## config.mk

```make
export PLATFORM = sky130hd
export DESIGN_NAME = instr_mem_loader_flat
export DESIGN_NICKNAME = d
export VERILOG_FILES = /design/src/rtl/instr_mem_loader_if.sv /design/src/rtl/instr_mem_loader.sv /design/src/flat_wrapper.sv
export SDC_FILE = /design/constraint.sdc
export NUM_CORES = 1
export LEC_CHECK = 0
export ABC_AREA = 1
export BUFFER_PORTS_ARGS = -buffer_cell sky130_fd_sc_hd__buf_4
export CAP_MARGIN = 10
export CORE_MARGIN = 4
export CORE_UTILIZATION = 30
export CTS_CLUSTER_DIAMETER = 100
export DETAILED_ROUTE_END_ITERATION = 10
export GPL_ROUTABILITY_DRIVEN = 0
export HOLD_SLACK_MARGIN = 0.12
export PLACE_DENSITY_LB_ADDON = 0.05
export SLEW_MARGIN = 25
export SYNTH_ARGS = -nofsm -noshare
export SYNTH_HDL_FRONTEND = slang
export SYNTH_SLANG_ARGS = --single-unit
```

## constraint.sdc

```tcl
create_clock -name clk -period 1.8 [get_ports clk]
set_input_delay 0.18 -clock clk [delete_from_list [all_inputs] [get_ports clk]]
set_output_delay 0.18 -clock clk [all_outputs]
set_load 0.005 [all_outputs]
```

## src/rtl/instr_mem_loader_if.sv

```systemverilog
// Byte-stream input and instruction-memory write port of the program loader.
// master = loader side, slave = byte source / memory side.
interface instr_mem_loader_if #(
  parameter int DATA_WIDTH = 32
) ();
  logic [7:0]            byte_in;
  logic                  byte_valid;
  logic                  byte_ready;
  logic                  wr_en;
  logic [31:0]           wr_addr;
  logic [DATA_WIDTH-1:0] wr_data;

  modport master (
    input  byte_in, byte_valid,
    output byte_ready, wr_en, wr_addr, wr_data
  );

  modport slave (
    output byte_in, byte_valid,
    input  byte_ready, wr_en, wr_addr, wr_data
  );
endinterface

```

## src/rtl/instr_mem_loader.sv

```systemverilog
// Instruction memory loader: 16-bit length header, then MSB-first 32-bit words written at BASE_ADDR+n.
// Optional trailing XOR checksum byte when LOADER_CHECKSUM_EN is defined.
module instr_mem_loader #(
  parameter int          DATA_WIDTH = 32,
  parameter int          ADDR_WIDTH = 10,
  parameter logic [31:0] BASE_ADDR  = 32'h06F0
) (
  input  logic                  clk,
  input  logic                  rst,
  input  logic                  start,
  instr_mem_loader_if.master    bus,
  output logic [ADDR_WIDTH:0]   word_cnt,
  output logic                  cpu_hold,
  output logic                  done,
  output logic                  error
);

  typedef enum logic [2:0] {
    IDLE,
    HDR_HI,
    HDR_LO,
    LOAD,
    WRITE,
    DONE,
    ERR
`ifdef LOADER_CHECKSUM_EN
    , CHK
`endif
  } state_t;

  // After the last word (or an empty image) the load ends here.
`ifdef LOADER_CHECKSUM_EN
  localparam state_t END_STATE = CHK;
`else
  localparam state_t END_STATE = DONE;
`endif

  localparam logic [16:0] LEN_MAX = 17'(2 ** ADDR_WIDTH);

  state_t                state_reg, state_next;
  logic [15:0]           len_reg, len_next;
  logic [1:0]            idx_reg, idx_next;
  logic [DATA_WIDTH-1:0] asm_reg, asm_next;
  logic [ADDR_WIDTH:0]   cnt_reg, cnt_next;
  logic [31:0]           wr_addr_reg, wr_addr_next;
  logic [DATA_WIDTH-1:0] wr_data_reg, wr_data_next;
`ifdef LOADER_CHECKSUM_EN
  logic [7:0]            csum_reg, csum_next;
`endif

  logic byte_ready_c;
  logic xfer;

  always_comb begin
    byte_ready_c = 1'b0;
    case (state_reg)
      HDR_HI, HDR_LO, LOAD: byte_ready_c = 1'b1;
`ifdef LOADER_CHECKSUM_EN
      CHK:                  byte_ready_c = 1'b1;
`endif
      default:              byte_ready_c = 1'b0;
    endcase
  end

  assign xfer = bus.byte_valid && byte_ready_c;

  always_ff @(posedge clk) begin
    if (!rst) begin
      state_reg   <= IDLE;
      len_reg     <= '0;
      idx_reg     <= '0;
      asm_reg     <= '0;
      cnt_reg     <= '0;
      wr_addr_reg <= '0;
      wr_data_reg <= '0;
`ifdef LOADER_CHECKSUM_EN
      csum_reg    <= '0;
`endif
    end else begin
      state_reg   <= state_next;
      len_reg     <= len_next;
      idx_reg     <= idx_next;
      asm_reg     <= asm_next;
      cnt_reg     <= cnt_next;
      wr_addr_reg <= wr_addr_next;
      wr_data_reg <= wr_data_next;
`ifdef LOADER_CHECKSUM_EN
      csum_reg    <= csum_next;
`endif
    end
  end

  always_comb begin
    state_next   = state_reg;
    len_next     = len_reg;
    idx_next     = idx_reg;
    asm_next     = asm_reg;
    cnt_next     = cnt_reg;
    wr_addr_next = wr_addr_reg;
    wr_data_next = wr_data_reg;
`ifdef LOADER_CHECKSUM_EN
    csum_next    = csum_reg;
`endif

    case (state_reg)
      IDLE, DONE, ERR: begin
        if (start) begin
          state_next = HDR_HI;
          cnt_next   = '0;
          idx_next   = '0;
`ifdef LOADER_CHECKSUM_EN
          csum_next  = '0;
`endif
        end
      end

      HDR_HI: begin
        if (xfer) begin
          len_next[15:8] = bus.byte_in;
          state_next     = HDR_LO;
        end
      end

      HDR_LO: begin
        if (xfer) begin
          len_next[7:0] = bus.byte_in;
          idx_next      = '0;
          if (len_next == 16'd0)
            state_next = END_STATE;
          else if ({1'b0, len_next} > LEN_MAX)
            state_next = ERR;
          else
            state_next = LOAD;
        end
      end

      LOAD: begin
        if (xfer) begin
          asm_next = {asm_reg[DATA_WIDTH-9:0], bus.byte_in};
`ifdef LOADER_CHECKSUM_EN
          csum_next = csum_reg ^ bus.byte_in;
`endif
          if (idx_reg == 2'd3) begin
            // Capture the write port now so it is valid for the whole WRITE cycle.
            idx_next     = '0;
            wr_addr_next = BASE_ADDR + 32'(cnt_reg);
            wr_data_next = asm_next;
            state_next   = WRITE;
          end else begin
            idx_next = idx_reg + 2'd1;
          end
        end
      end

      WRITE: begin
        cnt_next = cnt_reg + 1'b1;
        if (32'(cnt_next) == 32'(len_reg))
          state_next = END_STATE;
        else
          state_next = LOAD;
      end

`ifdef LOADER_CHECKSUM_EN
      CHK: begin
        if (xfer)
          state_next = (bus.byte_in == csum_reg) ? DONE : ERR;
      end
`endif

      default: state_next = IDLE;
    endcase
  end

  assign bus.byte_ready = byte_ready_c;
  assign bus.wr_en      = (state_reg == WRITE);
  assign bus.wr_addr    = wr_addr_reg;
  assign bus.wr_data    = wr_data_reg;
  assign word_cnt       = cnt_reg;
  assign done           = (state_reg == DONE);
  assign error          = (state_reg == ERR);
  // The CPU runs only when no load is in progress and the last one did not fail.
  assign cpu_hold       = !((state_reg == IDLE) || (state_reg == DONE));

endmodule

```

## src/flat_wrapper.sv

```systemverilog
// flat-port wrapper written by rule: the top's interface ports become plain ports
module instr_mem_loader_flat 
#(
  parameter int          DATA_WIDTH = 32,
  parameter int          ADDR_WIDTH = 10,
  parameter logic [31:0] BASE_ADDR  = 32'h06F0
)
  (clk, rst, start, word_cnt, cpu_hold, done, error, bus_byte_in, bus_byte_valid, bus_byte_ready, bus_wr_en, bus_wr_addr, bus_wr_data);
  instr_mem_loader_if #(.DATA_WIDTH(DATA_WIDTH)) bus_i ();
  input  logic clk;
  input  logic rst;
  input  logic start;
  output logic [ADDR_WIDTH:0] word_cnt;
  output logic cpu_hold;
  output logic done;
  output logic error;
  input wire logic [$bits(bus_i.byte_in)-1:0] bus_byte_in;
  input wire logic [$bits(bus_i.byte_valid)-1:0] bus_byte_valid;
  output wire logic [$bits(bus_i.byte_ready)-1:0] bus_byte_ready;
  output wire logic [$bits(bus_i.wr_en)-1:0] bus_wr_en;
  output wire logic [$bits(bus_i.wr_addr)-1:0] bus_wr_addr;
  output wire logic [$bits(bus_i.wr_data)-1:0] bus_wr_data;
  assign bus_i.byte_in = bus_byte_in;
  assign bus_i.byte_valid = bus_byte_valid;
  assign bus_byte_ready = bus_i.byte_ready;
  assign bus_wr_en = bus_i.wr_en;
  assign bus_wr_addr = bus_i.wr_addr;
  assign bus_wr_data = bus_i.wr_data;
  instr_mem_loader #(.DATA_WIDTH(DATA_WIDTH), .ADDR_WIDTH(ADDR_WIDTH), .BASE_ADDR(BASE_ADDR)) u_core (.clk(clk), .rst(rst), .start(start), .bus(bus_i), .word_cnt(word_cnt), .cpu_hold(cpu_hold), .done(done), .error(error));
endmodule
```

* Yosys cells after proc, flatten, opt, wreduce, memory -nomap -nowiden
Index checks and enable logic that the tools add are counted.
** Cells by class
- Add/sub/neg operators :: 3
- Magnitude comparators :: 1
- Eq/ne operators :: 13
- Mux-type cells :: 17
- Reduce and logical (&&, ||, !) cells :: 16
** Operators by type and width (count)
- two-way mux 3 bit :: 8
- case mux 11 bit (2 select lines) :: 1
- == test 11 x 16 -> 1 bit :: 1
- greater-than comparator 16 x 11 -> 1 bit, second input constant :: 1
- zero test 16 bit :: 1
- case mux 3 bit (5 select lines) :: 1
- adder 11 x 11 -> 12 bit, first input constant :: 1
- adder 11 x 1 -> 11 bit, second input constant :: 1
- two-way mux 11 bit :: 1
- == test 3 bit, second input constant :: 3
- two-way mux 2 bit :: 4
- != test 2 x 1 -> 1 bit, second input constant :: 4
- AND reduction 2 bit :: 4
- == test 3 x 2 -> 1 bit, second input constant :: 2
- case mux 2 bit (3 select lines) :: 1
- OR reduction 3 bit :: 2
- AND reduction 5 bit :: 1
- AND reduction 4 bit :: 1
- == test 3 x 1 -> 1 bit, second input constant :: 1
- zero test 3 bit :: 1
- AND reduction 3 bit :: 1
- nonzero test 3 bit :: 1
- adder 2 x 1 -> 2 bit, second input constant :: 1
- == test 2 bit, second input constant :: 1
- other kinds (6) :: 6
** Storage, ports and cells
- Register bits :: 120
- Bits of input ports :: 12
- Logic and storage cells :: 58

* Depth between registers and ports, before layout
Gate-level depths: netlist (run 1).
- Depth after elaboration :: 6
- Mapped depth :: 15
- Depth with buffers taken out :: 15

* Least setup slack after synthesis (run 1)
OpenSTA, ideal clock, no wires.
- Path kind :: register to register
- Start :: reg u_core.cnt_reg[0] (netlist: u_core.word_cnt[0])
- End :: reg u_core.state_reg[1]
- Library setup time :: 134 ps
- Data arrival time :: 1598 ps
- Data required time :: 1666 ps
- Setup slack :: 68 ps
- Cell stages (with the launch flop) :: 15
- Path buffers :: 0
- Clock period less this slack :: 1732 ps
- Cell sequence :: dfxtp_1 > ha_1 > nand3_2 > nor2_4 > nand2_1 > nand2_1 > nand3_1 > nand2_1 > nand2_1 > nor2_2 > nand2_1 > nand2_1 > nand2_1 > nand2_1 > a21oi_1
** Between the ends
- Cells in the longest elaborated chain, start to end :: 4
** Ends and longest elaborated chain
- start: declaration :: line instr_mem_loader.sv:44 : logic [ADDR_WIDTH:0] cnt_reg, cnt_next;
- start signal: assignment :: line instr_mem_loader.sv:84 : cnt_reg <= cnt_next;
- adder 11 x 1 -> 11 bit :: line instr_mem_loader.sv:156 : cnt_next = cnt_reg + 1'b1;
- == test 11 x 16 -> 1 bit :: line instr_mem_loader.sv:157 : if (32'(cnt_next) == 32'(len_reg))
- two-way mux 3 bit :: line instr_mem_loader.sv:157
- case mux 3 bit (5 select lines) :: line instr_mem_loader.sv:105 : case (state_reg)
- end signal: assignment :: line instr_mem_loader.sv:80 : state_reg <= state_next;
- end: declaration :: line instr_mem_loader.sv:40 : state_t state_reg, state_next;
Every way passes these cells.
A chain may end at the register's enable or synchronous reset.

* Worst setup path after layout (run 1)
- Start :: reg u_core.cnt_reg[1] (netlist: u_core.word_cnt[1])
- End :: reg u_core.state_reg[1]
The elaborated chain is that of the path after synthesis.

==> run metrics, run 1 <==
CTS sink count 100; total CTS buffers 9; ys flop type dfxtp_1; final hold violations 0; Tot GR Track Use 0.157; via/cell ratio 4.66; sequential-to-total area share from yosys stat 0.451; sequential share of power 0.427; hold_sp bus_byte_in[1]; final worst-path setup slack 0.136 ns; Worst Reg-to-Reg Cells 14; syn avg cell area 7.37 um2; Initial Util 0.305; final WL 12.9 mm; Cells after Synth 602; initial antenna violation count 0; Core ar. ~15000 um2; Clk pin slew, worst setup/hold paths 0.07 ns; area occupied by multi-input gates 2050 um2; Yosys reg bits 100; Area after DPL around 5200 um2; initial drt markers 163; pre-CTS setup slack 0.0482 ns; Overall Power 0.00575 W; vias between 4000 and 5000; register area a little over 2000 um2; worst-path maximum fanout 6; Gate power share 0.194; critical path launch point type flip-flop; fmax 601 MHz; share of cells above drive strength 1 0.225; drt wl/cell 14.8 um; DRC violations left 0; vias in the first global route slightly above 4000; die height between 100 and 150 um; max-slew violations 0; Pre-Repair DR Iteration Count 4; Switch Pwr around 0.0017 W; RSZ-0062 raised after global routing yes; first-pass GRT wire length roughly 21 mm; Non-Filler Instances between 800 and 900; Fill cells 1532; Detail Placement HPWL 9.39 mm; CTS Buffer Depth 2; Power Dens Cells 1020 nW/um2; crit end category flip-flop; YS warnings 0; worst reg2reg endpoint u_core.state_reg[1]; clock group share of total power 0.380; Setup Skew 0.00577 ns; Pleak 2.44 nW; Final setup viols 0; Async SR Flop Fraction 0; CTS tree done; Inserted Diodes 0; Sw Share 0.291; Tcrit/Tclk final 0.924; Worst R2R Setup Slack around 0.14 ns; global route overflow 0; placed insts roughly 860; Hold Path Stages 3; IO Pins 92; largest net degree at the start of global routing 69; Die ar. approximately 17000 um2; Worst Hold Class in -> reg; Max VDD drop 0.458 mV; Max-Cap Viols 0; # H-tree levels 3; Clk Tree Root Cell clkbuf_16; Setup CP Type reg -> reg; min Tclk post-route between 1.5 and 2 ns; EDFF count, synth 0; Clk Latency, worst-skew pair 0.34 ns; floorplan row count 44; post-route setup TNS 0 ns; Worst Path Required slightly above 2 ns; post-synth cell types 30; Internal Power 0.00408 W; status completed; final instance area 5660 um2; Worst EP arrival ~1.9 ns; max FFs per register 32; Routed Antenna Nets 0; final net count 701; R2R Path Start u_core.word_cnt[1]; Die Span X roughly 130 um; Area Overhead vs Synth 27.5%; worst hold path endpoint u_core.bus.wr_data[1]; PortBufs 71; Synth Cell Area 4440 um2
[logic make-up (layout without fill, tap and decap cells)]
family                   after synthesis  count (layout)  synth area share
buffers and inverters                104             173             0.113
AO/OA/AOI/OAI                        154             154             0.187
adder cells (fa/ha/maj)                4               4            0.0113
XOR/XNOR                               3               3           0.00592
other                                  1              20          0.000845
flip-flops                           100             100             0.451
AND/OR/NAND/NOR                      236             236             0.231
[worst max-delay path: stages, from the launching register on]
cell     delay, ns
dfxtp_2       0.35
buf_4         0.16
nand2_1       0.09
nor2_4        0.12
nand3_1       0.10
nand3_1       0.09
nand2_1       0.06
nor2_1        0.12
nand2_1       0.08
nor2_2        0.10
nand2_1       0.06
nand2_1       0.05
nand2_1       0.05
nand2_1       0.05
a21oi_1       0.05
[power groups by stage]
stage                     sequential [W]  clock (W)  combinational (W)
after floorplan                  0.00247          0           0.000761
after global placement           0.00249          0            0.00108
after detailed placement         0.00249          0            0.00108
after CTS                        0.00245    0.00224            0.00109
after global routing             0.00247    0.00234            0.00127
final                            0.00245    0.00218            0.00111
[metrics by stage]
stage,hold slack (ns),utilization
CTS,0.135,0.384
detailed placement,0.460,0.360
global placement,0.451,0.360
floorplan,0.315,-
finish,0.148,0.389
global route,0.156,0.389
[layout by cell type, fill, tap and decap left out, types with 3 or more instances in the layout]
cell type | Yosys | layout
a211oi_1 | 14 | 13
a21oi_1 | 68 | 68
buf_12 | 0 | 3
buf_4 | 27 | 95
buf_6 | 0 | 3
clkbuf_16 | 0 | 9
conb_1 | 1 | 20
dfxtp_1 | 100 | 92
dfxtp_2 | 0 | 8
ha_1 | 4 | 3
inv_1 | 50 | 49
inv_2 | 5 | 5
nand2_1 | 108 | 106
nand2_2 | 3 | 5
nand3_1 | 33 | 33
nand4_1 | 6 | 6
nor2_1 | 71 | 67
nor2_2 | 2 | 6
nor2_4 | 5 | 5
nor4_1 | 3 | 3
o21ai_0 | 64 | 63
[worst max-delay path by stage]
stage / from / end / slack (ns) / cells after the start
2_1_floorplan: u_core.word_cnt[0] / u_core.state_reg[1] / 0.07 / 14
3_3_place_gp: u_core.state_reg[1] / u_core.bus.wr_data[20] / 0.09 / 10
3_5_place_dp: u_core.word_cnt[0] / u_core.state_reg[1] / 0.05 / 14
4_1_cts: u_core.word_cnt[1] / u_core.state_reg[1] / 0.04 / 14
5_1_grt: u_core.word_cnt[0] / u_core.state_reg[2] / -0.06 / 13
6_report: u_core.word_cnt[1] / u_core.state_reg[1] / 0.14 / 14
[synthesized netlist by cell type, types with 2 or more instances]
cell type	count	area [um2]
nand2_2	3	18.8
ha_1	4	50.1
nand3_1	33	165
nand2_1	108	405
nand3_2	3	30.0
dfxtp_1	100	2000
nor4_1	3	18.8
a211oi_1	14	105
a21oi_1	68	340
nor2_2	2	12.5
inv_2	5	18.8
buf_4	27	203
buf_2	8	40.0
a31oi_1	2	12.5
xor2_1	2	17.5
nand4_1	6	37.5
clkbuf_1	13	48.8
o21ai_0	64	320
inv_1	50	188
nor2_1	71	267
nor2_4	5	56.3
a21oi_2	3	26.3
[area by class of cell]
| class | instances | area share |
|---|---|---|
| Clock buffer | 12 | 0.0453 |
| Sequential cell | 100 | 0.355 |
| Timing Repair Buffer | 102 | 0.144 |
| Tap cell | 184 | 0.0407 |
| Clock inverter | 4 | 0.0141 |
| Inverter | 55 | 0.0371 |
| Multi-Input combinational cell | 417 | 0.363 |
[metal layers]
layer  GRT usage  up-vias  part of all wire
li1            -     2096                 -
met1       0.193     1863              0.46
met2       0.269       93              0.48
met3      0.0297       24             0.037
met4      0.0666        0             0.022
met5           0        -                 0
[repair_timing]
| action | in CTS | in global routing |
|---|---|---|
| hold endpoints to repair | 1 | 0 |
| pin swaps | 0 | 1 |
| resized for setup | 1 | 23 |
| setup endpoints to repair | 1 | 40 |
| buffers inserted | 0 | 1 |
| hold buffers | 1 | 0 |
No activity file was read; power rests on OpenSTA's default activity.
==> run 2: changes to the inputs <==
Settings changed: BUFFER_PORTS_ARGS -buffer_cell sky130_fd_sc_hd__buf_4 to -buffer_cell sky130_fd_sc_hd__buf_2, CORE_UTILIZATION 30 to 49.
==> run metrics, run 2 (synthesis gave the netlist of run 1 again) <==
status completed; final hold violations 0 (unchanged); Core ar. 8760 um2 (-40%); Clk Latency, worst-skew pair 0.36 ns (+0.02 ns); vias 4133 (+1.4%); largest net degree at the start of global routing 52 (-25%); Gate power share 0.209 (+0.015); Die ar. 10600 um2 (-37%); Setup Skew 0.0110 ns (+0.00520 ns); met1 Use GR 0.294 (+0.100); Switch Pwr 0.00166 W (-0.78%); min Tclk post-route 1.76 ns (+0.101 ns); die height 103 um (-20%); Detail Placement HPWL 8.42 mm (-10%); max-slew violations 0 (unchanged); Clk Tree Root Cell clkbuf_8; Internal Power 0.00329 W (-19%); final WL 11.8 mm (-8.8%); IO Pins 92 (unchanged); fmax 567 MHz (-5.7%); Routed Antenna Nets 0 (unchanged); total CTS buffers 9 (unchanged); Final setup viols 0 (unchanged); Inserted Diodes 0 (unchanged); via/cell ratio 5.19 (+11%); commonest non-fill, non-tap cell in the layout nand2_1; max FFs per register 32 (unchanged); clock group share of total power 0.296 (-0.084); CTS sink count 100 (unchanged); Initial Util 0.507 (+0.201); Sw Share 0.335 (+0.0442); PortBufs 71 (unchanged); most frequent cells in the layout nand2_1 (104), dfxtp_1 (92), buf_2 (71), nor2_1 (69), a21oi_1 (68); post-CTS setup buffer count 0 (unchanged); drt wl/cell 14.8 um (about the same); critical path launch point type flip-flop; global routing usage on met2 0.375 (+0.106); DRC violations left 0 (unchanged); initial drt markers 225 (+38%); Fill cells 869 (-43%); Area after DPL 4920 um2 (-6.0%); Pre-Repair DR Iteration Count 5 (+1); worst-path maximum fanout 7 (+1); CTS tree done; Tot GR Track Use 0.222 (+0.0647); Max-Cap Viols 0 (unchanged); Worst Path Required 2.06 ns (+0.04 ns); vias in the first global route 3739 (-7.4%); share of cells above drive strength 1 0.225 (+0.000326); Die Span X 103 um (-20%); Worst Hold Class in -> reg; Setup CP Type reg -> reg; Area Overhead vs Synth 18.4%; post-route setup TNS 0 ns (unchanged); Worst EP arrival 2.02 ns (+0.14 ns); final net count 700 (-0.14%); crit end category flip-flop; initial antenna violation count 0 (unchanged); grt peak-use layer met2; Pleak 2.36 nW (-3.3%); final instance area 5260 um2 (-7.1%); sequential share of power 0.495 (+0.068); CTS Buffer Depth 2 (unchanged); RSZ-0062 raised after global routing yes; Global Route met3 Usage 0.0309 (+0.00117); floorplan row count 34 (-23%); # H-tree levels 3 (unchanged); first-pass GRT wire length 18.4 mm (-11%); Tcrit/Tclk final 0.980 (+0.0561); Max VDD drop 0.459 mV (+0.16%); Power Dens Cells 942 nW/um2 (-7.2%); Clk pin slew, worst setup/hold paths 0.11 ns (+0.04 ns); global route overflow 0 (unchanged)
[run 2: cell types whose count changed in the layout (fill, tap and decap cells not counted), sizes merged]
cell,previous run,this run
inv,55,59
buf,101,98
bufinv,2,0
clkbuf,12,10
dlygate4sd3,1,3
[run 2: routing by layer]
metal | vias to the layer above | routed length [um]
met2 | 97 | 5810
met4 | 0 | 179
li1 | 2100 | -
met5 | - | 0
met1 | 1921 | 5270
met3 | 15 | 498
[run 2: power groups by stage]
stage                     Sequential (W)  Combinational, W  Clock [W]
after floorplan                  0.00247          0.000761          0
after global placement           0.00248          0.000988          0
after detailed placement         0.00248           0.00100          0
after CTS                        0.00244           0.00102    0.00151
after global routing             0.00247           0.00117    0.00161
final                            0.00245           0.00104    0.00146
[run 2: worst max-delay path, cell delays in order (launching register included)]
cell and delay [ns]:
dfxtp_2 0.37, ha_4 0.17, nand3_4 0.09, nor2_4 0.20
nand2_1 0.10, nand2_2 0.11, nand3_2 0.08, nand2_2 0.07
nand2_2 0.05, nor2_2 0.14, nand2_1 0.07, nand2_1 0.05
nand2_1 0.04, nand2_1 0.05, a21oi_1 0.06
[run 2: layout make-up]
class	instances	area, um2	share of cell area
well taps	108	135	0.0257
inverters	55	206	0.0393
clock buffers	10	138	0.0262
multi-input cells	417	2080	0.396
repair buffers	101	613	0.117
flip-flops and latches	100	2010	0.383
clock inverters	6	66.3	0.0126
[run 2: path summary, 6_finish.rpt]
check | from | endpoint | slack, ns | cells after the start
min reg2reg | u_core.asm_reg[20] | u_core.asm_reg[20] | 0.47 | 2
min | rst | u_core.bus.wr_addr[5] | 0.13 | 3
max reg2reg | u_core.word_cnt[0] | u_core.state_reg[1] | 0.04 | 14
max | u_core.word_cnt[0] | u_core.state_reg[1] | 0.04 | 14
[run 2: what timing repair did]
item | CTS | global route
gates cloned | 0 | 0
pin swaps | 1 | 5
gates resized for setup | 5 | 24
endpoints found under the hold margin | 4 | 0
hold buffers | 3 | 0
endpoints found under the setup margin | 3 | 24
[run 2: per-stage QoR]
step                 util  setup slack [ns]  std cells  hold slack, ns  power (W)
global route        0.600           -0.0975        797           0.132    0.00525
detailed placement  0.562            0.0199        778           0.463    0.00349
finish              0.600            0.0355        797           0.131    0.00495
CTS                 0.590            0.0233        797           0.120    0.00496
floorplan               -            0.0681        621           0.315    0.00323
global placement    0.562            0.0585        778           0.450    0.00347
==> run 3: changes to the inputs <==
Settings changed: SETUP_SLACK_MARGIN from default to 0.05.
==> run metrics, run 3 (synthesis gave the netlist of run 1 again) <==
Final setup viols 0 (unchanged); Inserted Diodes 0 (unchanged); Levels on crit path 14 (unchanged); Worst EP arrival 2.03 ns (about the same); most frequent cells in the layout nand2_1 (103), dfxtp_1 (92), buf_2 (71), nor2_1 (68), a21oi_1 (67); Die Span X 103 um (unchanged); DRC violations left 0 (unchanged); max FFs per register 32 (unchanged); CTS Buffer Depth 2 (unchanged); Overall Power 0.00501 W (+1.3%); min Tclk post-route 1.76 ns (-0.00338 ns); IO Pins 92 (unchanged); final instance area 5310 um2 (+1.0%); crit end category flip-flop; Pre-Repair DR Iteration Count 5 (unchanged); vias 4157 (+0.58%); worst reg2reg endpoint u_core.state_reg[1]; Core ar. 8760 um2 (unchanged); Worst R2R Setup Slack 0.04 ns (about the same); vias in the first global route 3740 (+0.027%); Initial Util 0.507 (unchanged); Pleak 2.38 nW (+0.66%); Critical Path Sink u_core.state_reg[1]; CTS sink count 100 (unchanged); Routed Antenna Nets 0 (unchanged); drt wl/cell 14.8 um (+0.25%); Clk Latency, worst-skew pair 0.37 ns (about the same); Die ar. 10600 um2 (unchanged); critical path launch point type flip-flop; CTS tree done; crit path launch u_core.word_cnt[1]; PortBufs 71 (unchanged); Setup Skew 0.0110 ns (+0.0000227 ns); Detail Placement HPWL 8.42 mm (unchanged); Worst Hold Class in -> reg; Tcrit/Tclk final 0.978 (-0.00188); worst-path maximum fanout 7 (unchanged); final WL 11.8 mm (+0.50%); Slowest-stage cell, CP dfxtp_2; floorplan row count 34 (unchanged); commonest non-fill, non-tap cell in the layout nand2_1; Worst Path Required 2.06 ns (about the same); # H-tree levels 3 (unchanged); first-pass GRT wire length 18.4 mm (about the same); Tot GR Track Use 0.222 (about the same); Max-Cap Viols 0 (unchanged); largest net degree at the start of global routing 52 (unchanged); fmax 568 MHz (+0.19%); total CTS buffers 9 (unchanged); initial antenna violation count 0 (unchanged); most used cell, CP nand2_1; final net count 702 (+0.29%); Area after DPL 4920 um2 (unchanged); global route overflow 0 (unchanged); initial drt markers 223 (-0.89%); Power Dens Cells 945 nW/um2 (+0.30%); share of cells above drive strength 1 0.234 (+0.00948); final hold violations 0 (unchanged); max-slew violations 0 (unchanged); WP buf/inv 0 (unchanged); slowest cell delay on critical path 0.38 ns (about the same); Area Overhead vs Synth 19.6%; Max VDD drop 0.461 mV (+0.39%); die height 103 um (unchanged); crit path cell chain ha_4 > nand3_4 > nor2_4 > nand2_1 > nand2_2 > nand3_2 > nand2_2 > nand2_2 > nor2_4 > nand2_1 > nand2_1 > nand2_1 > nand2_1 > a21oi_2; Clk pin slew, worst setup/hold paths 0.11 ns (about the same); Worst Reg-to-Reg Cells 14 (unchanged); Clk Tree Root Cell clkbuf_8; worst hold slack 0.124 ns (-0.00670 ns); Fill cells 865 (-0.46%); crit-path leading delay family simple AND/OR/NAND/NOR gates; status completed; R2R Path Start u_core.word_cnt[1]; RSZ-0062 raised after global routing yes; Setup CP Type reg -> reg; via/cell ratio 5.20 (+0.33%)
==> run 3: stage by stage <==
| stage | util | instances | worst slack (ns) | TNS (ns) |
|---|---|---|---|---|
| after global placement | 0.562 | 778 | 0.0585 | 0 |
| final | 0.606 | 799 | 0.0389 | 0 |
| after floorplan | - | 621 | 0.0681 | 0 |
| after CTS | 0.592 | 797 | 0.0233 | 0 |
| after global routing | 0.606 | 799 | -0.0874 | -0.172 |
| after detailed placement | 0.562 | 778 | 0.0199 | 0 |
==> run 3: worst min path at each step <==
stage / from / end / slack (ns) / depth (start not counted)
2_1_floorplan: bus_byte_in[0] / u_core.len_reg[0] / 0.31 / 2
3_3_place_gp: u_core.asm_reg[23] / u_core.asm_reg[23] / 0.45 / 2
3_5_place_dp: u_core.asm_reg[19] / u_core.asm_reg[19] / 0.46 / 2
4_1_cts: rst / u_core.bus.wr_addr[5] / 0.12 / 3
5_1_grt: rst / u_core.bus.wr_addr[11] / 0.13 / 3
6_report: rst / u_core.bus.wr_addr[5] / 0.12 / 3
==> run 3: repair_timing <==
| item | 4_1_cts | 5_1_grt |
|---|---|---|
| hold buffers | 3 | 0 |
| pin swaps | 1 | 10 |
| setup endpoints to repair | 3 | 53 |
| resized for setup | 10 | 29 |
| buffers inserted | 0 | 2 |
| endpoints found under the hold margin | 4 | 0 |
==> run 3: per-layer routing <==
metal | share of wire | GRT usage | vias up
met2 | 0.48 | 0.374 | 121
met4 | 0.017 | 0.0727 | 0
met3 | 0.049 | 0.0309 | 17
met1 | 0.45 | 0.294 | 1918
met5 | 0 | 0 | -
li1 | - | - | 2101
==> run 3: power breakdown <==
| part | internal, W | total (W) | switching (W) |
|---|---|---|---|
| registers | 0.00235 | 0.00245 | 0.0000994 |
| logic | 0.000382 | 0.00109 | 0.000711 |
| clock network | 0.000587 | 0.00147 | 0.000886 |
| total | 0.00332 | 0.00501 | 0.00170 |
==> run 3: cell type report <==
| class | count | area (um2) | area share |
|---|---|---|---|
| clock inverters | 6 | 66.3 | 0.0125 |
| well taps | 108 | 135 | 0.0255 |
| clock buffers | 10 | 138 | 0.0259 |
| inverters | 55 | 206 | 0.0389 |
| repair buffers | 103 | 639 | 0.120 |
| flip-flops and latches | 100 | 2010 | 0.379 |
| multi-input cells | 417 | 2110 | 0.397 |
==> run 3: worst reg2reg max path: stages (launching register included) <==
cell     delay (ns)
dfxtp_2        0.38
ha_4           0.17
nand3_4        0.09
nor2_4         0.20
nand2_1        0.10
nand2_2        0.11
nand3_2        0.08
nand2_2        0.06
nand2_2        0.06
nor2_4         0.13
nand2_1        0.06
nand2_1        0.05
nand2_1        0.04
nand2_1        0.07
a21oi_2        0.05
